<file path="src/rtl/serial_rx.sv">
// Deframing receiver for the one-bit-per-clock serial link (idle 0, start 1, LSB-first data, stop 0).
// Completed words sit in an output register behind a valid/ready handshake with error/overrun pulses.
module serial_rx #(
    parameter int DATA_W = 8,
    parameter int CNT_W  = 3
) (
    input  logic              clk,
    input  logic              rst,
    input  logic              rxd,
    output logic [DATA_W-1:0] rx_data,
    output logic              rx_valid,
    input  logic              rx_ready,
    output logic              busy,
    output logic              frame_err,
    output logic              overrun
);

    typedef enum logic [1:0] {
        S_IDLE,
        S_DATA,
        S_STOP,
        S_RESYNC
    } state_e;

    state_e              state_q, state_d;
    logic [CNT_W-1:0]    cnt_q, cnt_d;
    logic [DATA_W-1:0]   shift_q, shift_d;
    logic [DATA_W-1:0]   data_q, data_d;
    logic                valid_q, valid_d;
    logic                busy_q, busy_d;
    logic                ferr_q, ferr_d;
    logic                ovr_q, ovr_d;

    // NOTE: every always_comb output gets a default first, so no path can infer a latch.
    always_comb begin
        state_d = state_q;
        cnt_d   = cnt_q;
        shift_d = shift_q;
        data_d  = data_q;
        valid_d = valid_q;
        ferr_d  = 1'b0;
        ovr_d   = 1'b0;

        // A read with nothing new arriving empties the output register.
        if (valid_q && rx_ready) begin
            valid_d = 1'b0;
        end

        case (state_q)
            S_IDLE: begin
                if (rxd) begin
                    state_d = S_DATA;
                    cnt_d   = '0;
                end
            end
            S_DATA: begin
                shift_d[cnt_q] = rxd;
                if (cnt_q == CNT_W'(DATA_W - 1)) begin
                    cnt_d   = '0;
                    state_d = S_STOP;
                end else begin
                    cnt_d = cnt_q + CNT_W'(1);
                end
            end
            S_STOP: begin
                if (!rxd) begin
                    state_d = S_IDLE;
                    // A simultaneous read frees the register for the new word.
                    if (!valid_q || rx_ready) begin
                        data_d  = shift_q;
                        valid_d = 1'b1;
                    end else begin
                        ovr_d = 1'b1;
                    end
                end else begin
                    ferr_d  = 1'b1;
                    state_d = S_RESYNC;
                end
            end
            S_RESYNC: begin
                // Hold off until the line returns low so a stuck-high rxd cannot start frames.
                if (!rxd) begin
                    state_d = S_IDLE;
                end
            end
            default: state_d = S_IDLE;
        endcase

        busy_d = (state_d != S_IDLE);
    end

    // NOTE: sequential state uses non-blocking assignments only; the shift register is
    // reset too, since it is small and its contents are architecturally visible on commit.
    always_ff @(posedge clk or negedge rst) begin
        if (!rst) begin
            state_q <= S_IDLE;
            cnt_q   <= '0;
            shift_q <= '0;
            data_q  <= '0;
            valid_q <= 1'b0;
            busy_q  <= 1'b0;
            ferr_q  <= 1'b0;
            ovr_q   <= 1'b0;
        end else begin
            state_q <= state_d;
            cnt_q   <= cnt_d;
            shift_q <= shift_d;
            data_q  <= data_d;
            valid_q <= valid_d;
            busy_q  <= busy_d;
            ferr_q  <= ferr_d;
            ovr_q   <= ovr_d;
        end
    end

    assign rx_data   = data_q;
    assign rx_valid  = valid_q;
    assign busy      = busy_q;
    assign frame_err = ferr_q;
    assign overrun   = ovr_q;

endmodule

</file>
<file path="config.mk">
export PLATFORM = sky130hd
export DESIGN_NAME = serial_rx
export DESIGN_NICKNAME = d
export VERILOG_FILES = /design/src/rtl/serial_rx.sv
export SDC_FILE = /design/constraint.sdc
export NUM_CORES = 1
export LEC_CHECK = 0
export BUFFER_PORTS_ARGS = -buffer_cell sky130_fd_sc_hd__buf_2
export CAP_MARGIN = 20
export CORE_ASPECT_RATIO = 1.2
export CORE_MARGIN = 4
export CORE_UTILIZATION = 48
export DETAILED_ROUTE_END_ITERATION = 8
export HOLD_SLACK_MARGIN = 0.03
export PLACE_DENSITY = 0.81
export SYNTH_ARGS = -nofsm -noshare
export SYNTH_HDL_FRONTEND = slang
export SYNTH_SLANG_ARGS = --single-unit
</file>
<file path="constraint.sdc">
create_clock -name clk -period 1.3 [get_ports clk]
set_clock_uncertainty 0.15 [all_clocks]
set_input_delay 0.13 -clock clk [delete_from_list [all_inputs] [get_ports clk]]
set_output_delay 0.13 -clock clk [all_outputs]
set_load 0.01 [all_outputs]
</file>
* Yosys cells after proc, flatten, opt, wreduce, memory -nomap -nowiden
Index checks and enable logic that the tools add are counted.
** Operators by class
- Bitwise logic cells :: 1
- Add/subtract/negate cells :: 1
- Reduce and logical (&&, ||, !) cells :: 9
- Mux-type cells :: 20
- Magnitude comparators :: 2
- Equal/unequal tests :: 5
** Operators with widths (number)
- 1-bit two-way mux :: 10
- 8-bit bitwise mux :: 1
- 2-bit two-way mux :: 4
- 2-bit case mux with 4 select lines :: 1
- 3-bit two-way mux :: 2
- 3-bit case mux with 2 select lines :: 1
- 2-bit equality test, second input constant :: 2
- 3-bit by 4-bit < comparator with 1-bit output, second input constant :: 1
- 2-bit nonzero test :: 2
- 3-bit by 1-bit adder with 3-bit output, second input constant :: 1
- 1-bit demux with 3-bit select :: 1
- 3-bit equality test, second input constant :: 1
- 3-bit by 1-bit >= comparator with 1-bit output, second input constant :: 1
- 3-bit AND reduction :: 1
- 2-bit by 1-bit equality test with 1-bit output, second input constant :: 1
- 1-bit logical AND :: 2
- 2-bit zero test :: 1
- 2-bit inequality test, second input constant :: 1
- 2-bit AND reduction :: 1
- 1-bit zero test :: 1
- 1-bit logical OR :: 1
- 1-bit inverter :: 1
** Word-level totals
- Output and inout bits :: 12
- Input bits :: 4
- Register bits :: 25

* Longest topological paths before layout
- Depth after elaboration :: 5
- Mapped depth :: 4

* Worst setup path before layout
OpenSTA, ideal clock, no wires.
- Kind :: register -> register
- Start point :: register state_q[1]
- End point :: register shift_q[6]
- Path buffers :: 0
- Arrival :: 1099 ps
- Setup time :: 127 ps
- Setup slack :: -77 ps
- Stages on the path, launching flop included :: 4
- Clock period less this slack :: 1377 ps
- Data required time :: 1023 ps
- Cell sequence :: dfrtp_1 nor3b_2 nand3_1 mux2_1
** Between the ends
- Word-level cells in the longest chain between the ends :: 1
** Ends and longest elaborated chain
- from (decl) :: RTL line 25 : state_e state_q, state_d;
- from (signal assigned) :: RTL line 105 : state_q <= state_d;
- 2-bit by 1-bit equality test with 1-bit output :: RTL line 49 : case (state_q)
- to (signal assigned) :: RTL line 107 : shift_q <= shift_d;
- to (decl) :: RTL line 27 : logic [DATA_W-1:0] shift_q, shift_d;
No other way between the ends.
A chain may end at the register's enable or synchronous reset.

* Worst setup path after layout
Ends and elaborated chain as after synthesis.

==> impl_metrics.toml <==
[timing]
hold_viol = 2
rsz0062_at_grt = "yes"
hold_slack_ns = -0.0271
tightest_slew_ns = 0.536
period_minus_slack_ns = 1.41
setup_ws_ns = -0.107
finalSetupViolations = 17
maxSlewViolCount = 0
max_freq_mhz = 711
slew_headroom = 0.643
min_period_over_period = 1.08

[logic_synthesis]
syn_area_per_cell_sq_um = 14.0
synth_top_area_share = 0.612
synthesis.nets = 79
synth_fa_ha_area_frac = 0.0245
syn_inst = 73
syn-cell-area_sq_mm = 0.00102
synthTopCellsByArea = "dfrtp_1 61%, mux2_2 18%, ha_1 2.4%, nand2_1 2.2%, nand2b_1 1.8%"
synth_compound_area_frac = 0.0245
synth_top_family_by_area = "multiplexers"
yosys.area_share.xor_xnor = 0
ys_types = 18
yosys_warnings = 0
yosys.area.top_type = "dfrtp_1"
ys_seq_elements = 25
synthSimpleGateAreaFrac = 0.148
seq_area_frac_synth = 0.612
synth.area.mux_share = 0.187

[cts]
htreeDepth = 1
clk_path_buf_depth = 2
cts.sinks = 25
cts_tree = "done"
clk_pin_slew_ns = 0.13
cts_buffers = 3
insertion_delay_ns = 0.32
cts_root_buf = "clkbuf_4"
holdBufCountCts = 1

[detailed_routing]
via_count = 667
drtIter0Drc = 1
totalWireLength_um = 1870
drc = 0
wl_met3_um = 65
routedWlPerCell_um = 14.5
avgViaCountPerCell = 5.17
topRoutingLayerUsed = "met4"
drt-pass1-iter-count = 4
met2WireLength_um = 965
wl_met1_um = 804
antenna_left = 0

[setup_path]
cp_max_fo = 4
critical_path.startpoint_type = "flop"
worst_ep_required_time_ns = 1.37
cp-end-kind = "flop"
arrival_ns = 1.47
critPathKind = "reg -> reg"

[pwr]
p_per_area_mw_per_mm2 = 2430
peakVddDrop_v = 0.00143
p_leak_nw = 0.608

[outcome]
violations = "negative hold slack, negative setup slack"
status = "finished with violations"

[layout]
fin_cells = 129
nFillCells = 160
drive_gt1_frac = 0.576
final_net_count = 106
antenna_cells = 0
area_growth_pct = 27.2

[grt]
first_global_vias = 759
grt_use_total = 0.153
grt-ovfl-total = 0
antenna_found_initial = 0
grt_pass1_wl_um = 3420
grt_max_degree = 26

[floorplanning]
start_util = 0.499
rows = 18
die_w_um = 50.1
die_y_um = 58.6
fp.coreArea_sq_mm = 0.00205
die-area_sq_mm = 0.00293
ioPinCount = 16

[placed_design]
placed_cells = 123
portBuffers = 15
gp_congestion = 0.777
dp_hpwl_um = 1220

[worst_hold_path]
worst_hold_path_type = "in -> reg"

[flow_run]
maxCapViolCount = 0
## routing by layer
metal	GRT usage	vias to the layer above
met3	0.0304	4
met1	0.193	337
met4	0.0593	0
li1	-	311
met5	0	-
met2	0.259	15
## stage by stage
stage                     setup TNS [ns]  setup slack, ns  cell area [sq um]  power [mW]  utilization
after floorplan                   -0.223          -0.0748               1030        2.11            -
after global placement            -0.969           -0.104               1180        2.48        0.576
after detailed placement           -1.84           -0.168               1180        2.54        0.576
after CTS                          -1.06           -0.108               1240        2.98        0.607
after global routing               -1.62           -0.144               1300        3.40        0.634
final                             -0.753           -0.107               1300        3.16        0.634
## placed cells by master, fill, tap and decap left out, drive strengths merged
cell type    Yosys  routed
a21boi           1       1
a22o             2       2
buf              0      22
clkbuf           1       4
dfrtp           25      25
dlygate4sd3      0       1
ha               2       2
mux2            17      17
nand2            6       6
nand2b           3       3
nand3            3       3
nand3b           2       2
nand4            1       1
nand4b           2       2
nor2             5       5
nor2b            1       1
nor3b            1       1
or2              1       1
## kinds of logic (layout without fill, tap and decap cells)
family          Yosys count  in the layout
buf+inv                   1             27
fa+ha+maj                 2              2
flops                    25             25
compound gates            3              3
simple gates             25             25
mux                      17             17
## repair_timing
| action | 4_1_cts | 5_1_grt |
|---|---|---|
| hold endpoints to repair | 27 | 2 |
| buffers inserted | 0 | 1 |
| setup endpoints to repair | 19 | 20 |
| pin swaps | 1 | 7 |
| resized for setup | 7 | 12 |
| cloned | 0 | 0 |
## registers in the layout (all words and copies together) (netlist names)
name / count
rx_data: 8
shift_q: 8
cnt_q: 3
state_q: 2
busy: 1
frame_err: 1
overrun: 1
rx_valid: 1
## Yosys cell counts, drive strengths merged
cell type and count:
nor2b 1, clkbuf 1, nand2b 3, a22o 2, or2 1, ha 2
nand3 3, nand2 6, nor2 5, nand4 1, mux2 17, dfrtp 25
nand3b 2, a21boi 1, nor3b 1, nand4b 2
## area by class of cell
class / count / area [sq um] / area share
multi-input combinational: 47 / 460 / 0.354
sequential: 25 / 631 / 0.485
clock buffer: 4 / 26.3 / 0.0202
timing repair buffer: 23 / 145 / 0.112
tap: 30 / 37.5 / 0.0289
## where the power goes
group / switching, mW / internal, mW
clock: 0.226 / 0.120
sequential: 0.266 / 1.13
combinational: 0.599 / 0.825
## critical path, stage by stage, from the launching register on
cell and delay, ns:
dfrtp_2 0.48, nor3b_4 0.24, nand3_1 0.13, mux2_4 0.31
## final timing paths
path                            startpoint          to  slack (ns)  cells after the start
worst max-delay path            state_q[1]  shift_q[6]       -0.11                      3
worst min-delay path                   rxd     overrun       -0.03                      4
worst max register to register  state_q[1]  shift_q[6]       -0.11                      3
worst min register to register  rx_data[0]  rx_data[0]        0.37                      1
max in group asynchronous              rst    cnt_q[2]        0.46                      2
min in group asynchronous              rst  rx_data[4]        0.16                      2
(Power assumes the default switching activity.)
